[src/rtl/reorder_buffer_pkg.sv]
// rtl/reorder_buffer_pkg.sv - shared ROB sizing, opcode constants and pointer helper
// Shared with the issue and reservation-station blocks.
package reorder_buffer_pkg;

  localparam int DEPTH  = 8;
  localparam int IDX_W  = 3;
  localparam int DATA_W = 32;
  localparam int REG_W  = 5;
  localparam int OP_W   = 4;
  localparam int CNT_W  = IDX_W + 1;   // count must reach DEPTH itself

  localparam logic [OP_W-1:0] OP_LOAD  = 4'd0;
  localparam logic [OP_W-1:0] OP_STORE = 4'd1;
  localparam logic [OP_W-1:0] OP_ADD   = 4'd2;
  localparam logic [OP_W-1:0] OP_SUB   = 4'd3;
  localparam logic [OP_W-1:0] OP_MUL   = 4'd4;
  localparam logic [OP_W-1:0] OP_DIV   = 4'd5;

  typedef logic [IDX_W-1:0]  rob_idx_t;
  typedef logic [DATA_W-1:0] rob_data_t;
  typedef logic [REG_W-1:0]  rob_reg_t;
  typedef logic [OP_W-1:0]   rob_op_t;

  // DEPTH is a power of two, so plain overflow gives the modulo wrap.
  function automatic rob_idx_t idx_inc(input rob_idx_t i);
    return i + rob_idx_t'(1);
  endfunction

endpackage

[src/rtl/reorder_buffer_if.sv]
// rtl/reorder_buffer_if.sv - issue/CDB/lookup/commit signal bundle of the reorder buffer
// master: issue/CDB/retire side (drives requests), slave: the reorder buffer.
//   alloc_*  : allocation request and granted tag
//   busy_rb  : per-entry busy flags
//   cdb_*    : result broadcast
//   lk_*     : two operand lookups
//   commit_* : in-order retirement handshake
//   flush    : squash everything
interface reorder_buffer_if;
  import reorder_buffer_pkg::*;

  logic       alloc_valid;
  rob_op_t    alloc_op;
  rob_reg_t   alloc_dest;
  logic       alloc_ready;
  rob_idx_t   alloc_idx;
  logic [DEPTH-1:0] busy_rb;

  logic       cdb_valid;
  rob_idx_t   cdb_idx;
  rob_data_t  cdb_data;

  rob_idx_t   lk_idx_a;
  rob_idx_t   lk_idx_b;
  logic       lk_rdy_a;
  logic       lk_rdy_b;
  rob_data_t  lk_val_a;
  rob_data_t  lk_val_b;

  logic       commit_valid;
  logic       commit_ready;
  rob_idx_t   commit_idx;
  rob_reg_t   commit_dest;
  rob_data_t  commit_value;
  logic       commit_store;

  logic       flush;

  modport master (
    output alloc_valid, alloc_op, alloc_dest,
    output cdb_valid, cdb_idx, cdb_data,
    output lk_idx_a, lk_idx_b,
    output commit_ready, flush,
    input  alloc_ready, alloc_idx, busy_rb,
    input  lk_rdy_a, lk_rdy_b, lk_val_a, lk_val_b,
    input  commit_valid, commit_idx, commit_dest, commit_value, commit_store
  );

  modport slave (
    input  alloc_valid, alloc_op, alloc_dest,
    input  cdb_valid, cdb_idx, cdb_data,
    input  lk_idx_a, lk_idx_b,
    input  commit_ready, flush,
    output alloc_ready, alloc_idx, busy_rb,
    output lk_rdy_a, lk_rdy_b, lk_val_a, lk_val_b,
    output commit_valid, commit_idx, commit_dest, commit_value, commit_store
  );

endinterface

[src/rtl/reorder_buffer_rob_entry.sv]
// rtl/reorder_buffer_rob_entry.sv - one reorder buffer entry (busy/ready/op/dest/value)
// Ports: clk, rst_n, flush (clear all), alloc + alloc_op/alloc_dest (claim entry),
//        retire (free entry), cdb_we + cdb_data (capture result), busy/ready/op/dest/value out.
module rob_entry
  import reorder_buffer_pkg::*;
(
  input  logic      clk,
  input  logic      rst_n,
  input  logic      flush,
  input  logic      alloc,
  input  rob_op_t   alloc_op,
  input  rob_reg_t  alloc_dest,
  input  logic      retire,
  input  logic      cdb_we,
  input  rob_data_t cdb_data,
  output logic      busy,
  output logic      ready,
  output rob_op_t   op,
  output rob_reg_t  dest,
  output rob_data_t value
);

  // Priority: flush > alloc > retire > cdb. Alloc and retire never target the
  // same entry in one cycle (that needs a full buffer, where alloc is refused);
  // alloc beating cdb keeps a stale broadcast from marking a fresh entry ready.
  always_ff @(posedge clk) begin
    if (!rst_n || flush) begin
      busy  <= 1'b0;
      ready <= 1'b0;
      op    <= '0;
      dest  <= '0;
      value <= '0;
    end else if (alloc) begin
      busy  <= 1'b1;
      ready <= 1'b0;
      op    <= alloc_op;
      dest  <= alloc_dest;
      value <= '0;
    end else if (retire) begin
      busy  <= 1'b0;
      ready <= 1'b0;
    end else if (cdb_we && busy) begin
      value <= cdb_data;
      ready <= 1'b1;
    end
  end

endmodule

[src/rtl/reorder_buffer.sv]
// rtl/reorder_buffer.sv - 8-entry circular reorder buffer with in-order retirement
// Ports: clk, rst_n (sync, active-low), rob (reorder_buffer_if.slave): allocation,
//        busy flags, CDB capture, two combinational operand lookups, commit handshake, flush.
module reorder_buffer
  import reorder_buffer_pkg::*;
(
  input  logic            clk,
  input  logic            rst_n,
  reorder_buffer_if.slave rob
);

  rob_idx_t          head;
  rob_idx_t          tail;
  logic [CNT_W-1:0]  count;

  logic [DEPTH-1:0]  busy_vec;
  logic [DEPTH-1:0]  ready_vec;
  rob_op_t           op_arr    [DEPTH];
  rob_reg_t          dest_arr  [DEPTH];
  rob_data_t         value_arr [DEPTH];

  logic accept;
  logic do_commit;

  // Occupancy is judged from registered count only; a commit in the same
  // cycle does not free a slot for a same-cycle allocation.
  assign rob.alloc_ready = (count != CNT_W'(DEPTH));
  assign rob.alloc_idx   = tail;
  assign rob.busy_rb     = busy_vec;

  assign accept    = rob.alloc_valid && rob.alloc_ready;
  assign do_commit = rob.commit_valid && rob.commit_ready;

  for (genvar i = 0; i < DEPTH; i++) begin : g_entry
    rob_entry u_entry (
      .clk        (clk),
      .rst_n      (rst_n),
      .flush      (rob.flush),
      .alloc      (accept && (tail == rob_idx_t'(i))),
      .alloc_op   (rob.alloc_op),
      .alloc_dest (rob.alloc_dest),
      .retire     (do_commit && (head == rob_idx_t'(i))),
      .cdb_we     (rob.cdb_valid && (rob.cdb_idx == rob_idx_t'(i))),
      .cdb_data   (rob.cdb_data),
      .busy       (busy_vec[i]),
      .ready      (ready_vec[i]),
      .op         (op_arr[i]),
      .dest       (dest_arr[i]),
      .value      (value_arr[i])
    );
  end

  always_ff @(posedge clk) begin
    if (!rst_n || rob.flush) begin
      head  <= '0;
      tail  <= '0;
      count <= '0;
    end else begin
      if (accept)    tail <= idx_inc(tail);
      if (do_commit) head <= idx_inc(head);
      case ({accept, do_commit})
        2'b10:   count <= count + CNT_W'(1);
        2'b01:   count <= count - CNT_W'(1);
        default: count <= count;
      endcase
    end
  end

  // Commit uses registered ready, so a result needs one cycle in the entry
  // before it can retire.
  assign rob.commit_valid = busy_vec[head] & ready_vec[head];
  assign rob.commit_idx   = head;
  assign rob.commit_dest  = dest_arr[head];
  assign rob.commit_value = value_arr[head];
  assign rob.commit_store = (op_arr[head] == OP_STORE);

  // Lookups bypass a same-cycle CDB broadcast to a busy entry so issue does
  // not miss a result that lands while it is reading operands.
  always_comb begin
    rob.lk_rdy_a = 1'b0;
    rob.lk_val_a = '0;
    if (busy_vec[rob.lk_idx_a]) begin
      if (rob.cdb_valid && (rob.cdb_idx == rob.lk_idx_a)) begin
        rob.lk_rdy_a = 1'b1;
        rob.lk_val_a = rob.cdb_data;
      end else if (ready_vec[rob.lk_idx_a]) begin
        rob.lk_rdy_a = 1'b1;
        rob.lk_val_a = value_arr[rob.lk_idx_a];
      end
    end
  end

  always_comb begin
    rob.lk_rdy_b = 1'b0;
    rob.lk_val_b = '0;
    if (busy_vec[rob.lk_idx_b]) begin
      if (rob.cdb_valid && (rob.cdb_idx == rob.lk_idx_b)) begin
        rob.lk_rdy_b = 1'b1;
        rob.lk_val_b = rob.cdb_data;
      end else if (ready_vec[rob.lk_idx_b]) begin
        rob.lk_rdy_b = 1'b1;
        rob.lk_val_b = value_arr[rob.lk_idx_b];
      end
    end
  end

endmodule

[src/flat_wrapper.sv]
// flat-port wrapper written by rule: the top's interface ports become plain ports
module reorder_buffer_flat import reorder_buffer_pkg::*;
  (clk, rst_n, rob_alloc_valid, rob_alloc_op, rob_alloc_dest, rob_cdb_valid, rob_cdb_idx, rob_cdb_data, rob_lk_idx_a, rob_lk_idx_b, rob_commit_ready, rob_flush, rob_alloc_ready, rob_alloc_idx, rob_busy_rb, rob_lk_rdy_a, rob_lk_rdy_b, rob_lk_val_a, rob_lk_val_b, rob_commit_valid, rob_commit_idx, rob_commit_dest, rob_commit_value, rob_commit_store);
  reorder_buffer_if rob_i ();
  input  logic clk;
  input  logic rst_n;
  input wire logic [$bits(rob_i.alloc_valid)-1:0] rob_alloc_valid;
  input wire logic [$bits(rob_i.alloc_op)-1:0] rob_alloc_op;
  input wire logic [$bits(rob_i.alloc_dest)-1:0] rob_alloc_dest;
  input wire logic [$bits(rob_i.cdb_valid)-1:0] rob_cdb_valid;
  input wire logic [$bits(rob_i.cdb_idx)-1:0] rob_cdb_idx;
  input wire logic [$bits(rob_i.cdb_data)-1:0] rob_cdb_data;
  input wire logic [$bits(rob_i.lk_idx_a)-1:0] rob_lk_idx_a;
  input wire logic [$bits(rob_i.lk_idx_b)-1:0] rob_lk_idx_b;
  input wire logic [$bits(rob_i.commit_ready)-1:0] rob_commit_ready;
  input wire logic [$bits(rob_i.flush)-1:0] rob_flush;
  output wire logic [$bits(rob_i.alloc_ready)-1:0] rob_alloc_ready;
  output wire logic [$bits(rob_i.alloc_idx)-1:0] rob_alloc_idx;
  output wire logic [$bits(rob_i.busy_rb)-1:0] rob_busy_rb;
  output wire logic [$bits(rob_i.lk_rdy_a)-1:0] rob_lk_rdy_a;
  output wire logic [$bits(rob_i.lk_rdy_b)-1:0] rob_lk_rdy_b;
  output wire logic [$bits(rob_i.lk_val_a)-1:0] rob_lk_val_a;
  output wire logic [$bits(rob_i.lk_val_b)-1:0] rob_lk_val_b;
  output wire logic [$bits(rob_i.commit_valid)-1:0] rob_commit_valid;
  output wire logic [$bits(rob_i.commit_idx)-1:0] rob_commit_idx;
  output wire logic [$bits(rob_i.commit_dest)-1:0] rob_commit_dest;
  output wire logic [$bits(rob_i.commit_value)-1:0] rob_commit_value;
  output wire logic [$bits(rob_i.commit_store)-1:0] rob_commit_store;
  assign rob_i.alloc_valid = rob_alloc_valid;
  assign rob_i.alloc_op = rob_alloc_op;
  assign rob_i.alloc_dest = rob_alloc_dest;
  assign rob_i.cdb_valid = rob_cdb_valid;
  assign rob_i.cdb_idx = rob_cdb_idx;
  assign rob_i.cdb_data = rob_cdb_data;
  assign rob_i.lk_idx_a = rob_lk_idx_a;
  assign rob_i.lk_idx_b = rob_lk_idx_b;
  assign rob_i.commit_ready = rob_commit_ready;
  assign rob_i.flush = rob_flush;
  assign rob_alloc_ready = rob_i.alloc_ready;
  assign rob_alloc_idx = rob_i.alloc_idx;
  assign rob_busy_rb = rob_i.busy_rb;
  assign rob_lk_rdy_a = rob_i.lk_rdy_a;
  assign rob_lk_rdy_b = rob_i.lk_rdy_b;
  assign rob_lk_val_a = rob_i.lk_val_a;
  assign rob_lk_val_b = rob_i.lk_val_b;
  assign rob_commit_valid = rob_i.commit_valid;
  assign rob_commit_idx = rob_i.commit_idx;
  assign rob_commit_dest = rob_i.commit_dest;
  assign rob_commit_value = rob_i.commit_value;
  assign rob_commit_store = rob_i.commit_store;
  reorder_buffer u_core (.clk(clk), .rst_n(rst_n), .rob(rob_i));
endmodule
[config.mk]
export PLATFORM = sky130hd
export DESIGN_NAME = reorder_buffer_flat
export DESIGN_NICKNAME = d
export VERILOG_FILES = /design/src/rtl/reorder_buffer_pkg.sv /design/src/rtl/reorder_buffer_if.sv /design/src/rtl/reorder_buffer_rob_entry.sv /design/src/rtl/reorder_buffer.sv /design/src/flat_wrapper.sv
export SDC_FILE = /design/constraint.sdc
export NUM_CORES = 1
export LEC_CHECK = 0
export CAP_MARGIN = 20
export CORE_MARGIN = 3
export CORE_UTILIZATION = 59
export DETAILED_ROUTE_END_ITERATION = 6
export PLACE_DENSITY_LB_ADDON = 0.25
export SLEW_MARGIN = 25
export SYNTH_ARGS = -nofsm -noshare
export SYNTH_HDL_FRONTEND = slang
export SYNTH_SLANG_ARGS = --single-unit
[constraint.sdc]
create_clock -name clk -period 4.43 [get_ports clk]
set_input_delay 0.886 -clock clk [delete_from_list [all_inputs] [get_ports clk]]
set_output_delay 0.886 -clock clk [all_outputs]
set_load 0.01 [all_outputs]
# Word level (Yosys, flattened, before mapping)
# Cells that the tools add are included.
[classes]
n_bitwise = 12
reduce_logical = 74
add_sub_neg = 4
order_cmp = 6
n_eq_ne = 27
muxes = 56
[op_table]
columns = ["op", "n"]
rows = [
  ["two-way mux 32 bit", 12],
  ["binary-select mux 32 bit (select 3 bit)", 3],
  ["== test 3 bit (second input constant)", 12],
  ["logical AND 1 bit", 36],
  ["two-way mux 1 bit", 28],
  ["OR reduction 3 bit", 8],
  ["binary-select mux 1 bit (select 3 bit)", 6],
  ["== test 3 x 2 -> 1 bit (second input constant)", 6],
  ["nonzero test 2 bit", 9],
  ["AND reduction 2 bit", 8],
  ["OR reduction 2 bit", 8],
  ["binary-select mux 5 bit (select 3 bit)", 1],
  ["binary-select mux 4 bit (select 3 bit)", 1],
  ["greater-or-equal comparator 4 bit (second input constant)", 3],
  ["< comparator 3 x 4 -> 1 bit (second input constant)", 3],
  ["NOT 3 -> 4 bit", 3],
  ["two-way mux 5 bit", 2],
  ["== test 3 x 1 -> 1 bit (second input constant)", 3],
  ["zero test 3 bit", 3],
  ["two-way mux 4 bit", 2],
  ["NOT 1 bit", 8],
  ["case mux 4 bit (2 select lines)", 1],
  ["adder 3 x 1 -> 3 bit (second input constant)", 2],
  ["== test 3 bit", 2],
  ["other kinds (9)", 9],
]
[totals]
out_inout_bits = 120
register_bits = 354

# Logic depth before layout (Yosys ltp)
[logic_depth]
ltp_word = 7
mapped_depth = 14
ltp_nobuf = 11

# Cells and area by module
# Synthesis repeated with hierarchy kept, for this count alone.
[hier_totals]
hier_cells = 2285
hier_area_um2 = 28070.7
[by_module_without_submodules]
columns = ["mod", "n_inst", "cells_per_inst", "area_each_um2"]
rows = [
  ["rob_entry", 8, 191, 2403.6],
  ["reorder_buffer", 1, 757, 8842.2],
]

# Worst setup path before layout
# No wires, ideal clock.
[synth_path]
kind = "input to output"
from = "input rob_lk_idx_b[2]"
to = "output rob_lk_val_b[17]"
slack_ps = 1042
cell_stages = 6
arrival_ps = 2502
n_path_buf = 3
path_cell_list = "buf_2 buf_1 buf_1 mux4_2 mux2i_1 a211oi_1"
[synth_between]
elab_chain_len = 7
elab_cells_between_ends = 13
[synth_rtl]
columns = ["item", "line_no", "text"]
rows = [
  ["start: declaration", "flat_wrapper.sv:14", "input wire logic [$bits(rob_i.lk_idx_b)-1:0] rob_lk_idx_b;"],
  ["NOT 3 -> 4 bit (implied by the code)", "reorder_buffer.sv:102", "rob.lk_val_b = value_arr[rob.lk_idx_b];"],
  ["binary-select mux 32 bit (select 3 bit)", "reorder_buffer.sv:102", ""],
  ["two-way mux 32 bit (implied by the code) (2 in series)", "reorder_buffer.sv:102", ""],
  ["two-way mux 32 bit", "reorder_buffer.sv:100", "end else if (ready_vec[rob.lk_idx_b]) begin"],
  ["two-way mux 32 bit", "reorder_buffer.sv:97", "if (rob.cdb_valid && (rob.cdb_idx == rob.lk_idx_b)) begin"],
  ["two-way mux 32 bit *", "reorder_buffer.sv:96", "if (busy_vec[rob.lk_idx_b]) begin"],
  ["end: declaration", "flat_wrapper.sv:23", "output wire logic [$bits(rob_i.lk_val_b)-1:0] rob_lk_val_b;"],
]
# Mark *: on every way between the ends. The rest lies on a longest branch, timed or not. The select of a mux whose other input is x is not followed.

# Worst setup path in the final report
[layout_path]
from = "input rob_cdb_idx[1]"
to = "output rob_lk_val_b[27]"
[layout_between]
elab_chain_len = 4
[layout_rtl]
columns = ["item", "line_no", "text"]
rows = [
  ["start: declaration", "flat_wrapper.sv:11", "input wire logic [$bits(rob_i.cdb_idx)-1:0] rob_cdb_idx;"],
  ["== test 3 bit", "reorder_buffer.sv:97", ""],
  ["logical AND 1 bit", "reorder_buffer.sv:97", ""],
  ["two-way mux 32 bit", "reorder_buffer.sv:97", ""],
  ["two-way mux 32 bit", "reorder_buffer.sv:96", ""],
]
# No other way between the ends.

==> impl_metrics.json <==
{
  "status": "complete, no violations",
  "cts_max_level": 2,
  "setup_viol": 0,
  "synthCells": 2206,
  "r2r_end": "u_core.count[3]",
  "max_freq_mhz": 231.8,
  "stdcell_count": 2724,
  "clock-skew-final_ns": 0.01629,
  "area_growth_syn_to_layout_pct": 16.21,
  "power_frac_seq": 0.446,
  "final.setup.tns_ns": 0,
  "dp_hpwl_mm": 41.36,
  "die_y_um": 192.8,
  "cts_setup_buffers": 0,
  "synth_seq_cells": 354,
  "synth_commonest_cells": "nand2_1 (447), dfxtp_1 (354), mux4_2 (214), a21oi_1 (213), nor2_1 (173)",
  "cts_tree": "built",
  "synth.net_count": 2278,
  "async_reset_ff_frac": 0,
  "die-area_sq_um": 37160,
  "port-buffer-count": 175,
  "yosys-top-cells-area": "dfxtp_1 (34%), mux4_2 (23%), nand2_1 (8.2%)",
  "setup.worst_path.end_class": "primary output",
  "hold_viol": 0,
  "p_switching_mw": 1.698,
  "timing.critical_path.from": "rob_cdb_idx[1]",
  "chipWidth_um": 192.8,
  "ant_nets": 0,
  "routabilityCongestion": 0.9175,
  "path_max_fanout": 19,
  "place_inst": 2644,
  "endpoint": "rob_lk_val_b[27]",
  "drtIter0Drc": 2340,
  "cts_hold_buf": 0,
  "holdCritPathClass": "flop to flop",
  "r2r_start": "u_core.rob.commit_idx[1]",
  "cts_resized": 0,
  "vias": 18820,
  "drc": 0,
  "start_util": 0.6063,
  "synth-seq-area-share": 0.3443,
  "grt_setup_unrepaired": "false",
  "reg2regPathDepth": 11,
  "synth-edff-count": 0,
  "p_leak_nw": 7.624,
  "grt_usage": 0.3700,
  "clock_power_share": 0.487,
  "crit_path_start_kind": "input port",
  "drive_gt1_frac": 0.1620,
  "power_mw": 7.174,
  "cts_buffers": 41,
  "cts_buffer_depth": 3,
  "final_nets": 2311,
  "core_area_sq_um": 33950,
  "max-cap-violations": 0,
  "worst_slew_pin_slew_ns": 0.9997,
  "final_cell_area_sq_um": 23920,
  "slew_viol_final": 0,
  "grt_overflow_total": 0,
  "yosys.area.top_type_share": 0.3443,
  "wl_per_cell_um": 25.47,
  "combPwrFrac": 0.068,
  "relSlewSlack": 0.3335,
  "drtPass1Iterations": 5,
  "grt_pass1_vias": 18520,
  "reg2reg_setup_slack_ns": 0.66,
  "avgSynthCellArea_sq_um": 9.331,
  "ys_types": 48,
  "clkTransAtPathRegs_ns": 0.06,
  "peakVddDrop_mv": 0.2562,
  "power_density_nw_per_um2": 299.9,
  "fin_crit_sh": 0.9737,
  "rows": 67,
  "clkLatencyLatePin_ns": 0.54,
  "p_int_mw": 5.477,
  "yosysWarnings": 0,
  "yosysTopAreaCell": "dfxtp_1",
  "crit_arrival_ns": 3.43,
  "grt_pass1_wl_mm": 105.9,
  "clock_sinks": 354,
  "postPlaceCellArea_sq_um": 22510,
  "p_sw_frac": 0.2366,
  "critPathKind": "input port to primary output",
  "pin_count": 176,
  "required_ns": 3.54,
  "cts-root-buf": "clkbuf_16",
  "grt_max_degree": 88,
  "synthFlopType": "dfxtp_1",
  "vias_per_cell": 6.907,
  "yosysMostFrequentCell": "nand2_1",
  "synth.cell_area_sq_um": 20580,
  "drt-total-wl_mm": 69.38,
  "min_period_ns": 4.314,
  "antenna_found_initial": 4
}
-- layout make-up --
cell class | instances | area, sq um
Clock inverter | 15 | 185.2
Inverter | 22 | 85.08
Fill cell | 2562 | 10030
Clock buffer | 61 | 1204
Multi-Input combinational cell | 1584 | 12470
Tap cell | 448 | 560.5
Sequential cell | 354 | 7096
Timing Repair Buffer | 236 | 2313
Antenna cell | 4 | 10.01
-- critical path: stages --
cell and delay [ns]:
clkdlybuf4s50_1 0.63, xnor2_1 0.16, nand4_1 0.20, a221o_4 0.56, buf_12 0.21, a211oi_1 0.20, clkdlybuf4s50_1 0.58
-- metal layers --
| metal | global-route usage | vias to the layer above | share of wire |
|---|---|---|---|
| li1 | - | 7994 | - |
| met1 | 0.4765 | 9081 | 0.36 |
| met2 | 0.5902 | 1416 | 0.46 |
| met3 | 0.08211 | 322 | 0.12 |
| met4 | 0.1866 | 2 | 0.053 |
| met5 | 0 | - | 0.00019 |
-- power by group through the flow --
| stage | Sequential (mW) | Clock, mW | Combinational (mW) |
|---|---|---|---|
| finish | 3.20 | 3.49 | 0.485 |
| floorplan | 3.26 | 0 | 0.295 |
| CTS | 3.20 | 3.50 | 0.473 |
| global placement | 3.27 | 0 | 0.466 |
| detailed placement | 3.27 | 0 | 0.472 |
| global route | 3.20 | 3.62 | 0.505 |
-- placed cells by master (no fill, tap or decap), drive strengths merged, types with 2 or more instances in the layout --
cell type      synthesis  final
xor2                   2      2
bufinv                 0      4
o21ai                 68     68
nor4                   2      2
or3                    2      2
nor4b                  6      6
a31o                   2      2
inv                   22     24
and2                  12     12
clkbuf               122     61
a21o                   2      2
xnor2                  8      8
dfxtp                354    354
a31oi                  8      8
a21oi                213    213
nand2                447    447
a221o                  2      2
diode                  0      4
ha                    15     15
a211oi                67     67
mux4                 214    214
nand2b                 2      2
a21boi                32     32
mux2i                162    162
o2111a                 2      2
clkdlybuf4s50          0    169
clkinv                 0      8
o31ai                  4      4
nand4                  4      4
buf                  124     67
a221oi                 4      4
or4b                   2      2
nand3                106    106
nor2b                  2      2
o31a                   3      3
and3                  12     12
nor2                 173    173
-- sequential cells by signal, summed over array words and instances, names as in the netlist --
name                          count
u_core.count                      4
u_core.g_entry.u_entry.busy       8
u_core.g_entry.u_entry.dest      40
u_core.g_entry.u_entry.op        32
u_core.g_entry.u_entry.ready      8
u_core.g_entry.u_entry.value    256
u_core.rob.alloc_idx              3
u_core.rob.commit_idx             3
-- per-stage QoR --
step | util | hold WS [ns] | setup WS, ns
after floorplan | - | 0.4316 | 1.042
after global placement | 0.6629 | 0.4380 | 0.2485
after detailed placement | 0.6629 | 0.4466 | 0.1338
after CTS | 0.7039 | 0.4547 | 0.1360
after global routing | 0.7045 | 0.4710 | 0.02989
final | 0.7046 | 0.4555 | 0.1164
-- worst min-delay path by stage --
stage                                      start                                 to  slack, ns  depth (start not counted)
2_1_floorplan    u_core.g_entry[0].u_entry.op[0]    u_core.g_entry[0].u_entry.op[0]       0.43                          2
3_3_place_gp   u_core.g_entry[7].u_entry.dest[0]  u_core.g_entry[7].u_entry.dest[0]       0.44                          2
3_5_place_dp     u_core.g_entry[0].u_entry.op[0]    u_core.g_entry[0].u_entry.op[0]       0.45                          2
4_1_cts          u_core.g_entry[0].u_entry.op[0]    u_core.g_entry[0].u_entry.op[0]       0.45                          2
5_1_grt        u_core.g_entry[5].u_entry.dest[0]  u_core.g_entry[5].u_entry.dest[0]       0.47                          2
6_report         u_core.g_entry[3].u_entry.op[0]    u_core.g_entry[3].u_entry.op[0]       0.46                          2
-- kinds of logic after synthesis --
group                      share of synthesized area
adders and majority gates                    0.01009
buffers and inverters                        0.05489
muxes                                         0.3137
xor gates and xnor gates                    0.004255
and+or+nand+nor                               0.1543
AOI/OAI and AO/OA                             0.1185
DFF                                           0.3443
No activity file was read; power rests on OpenSTA's default activity.
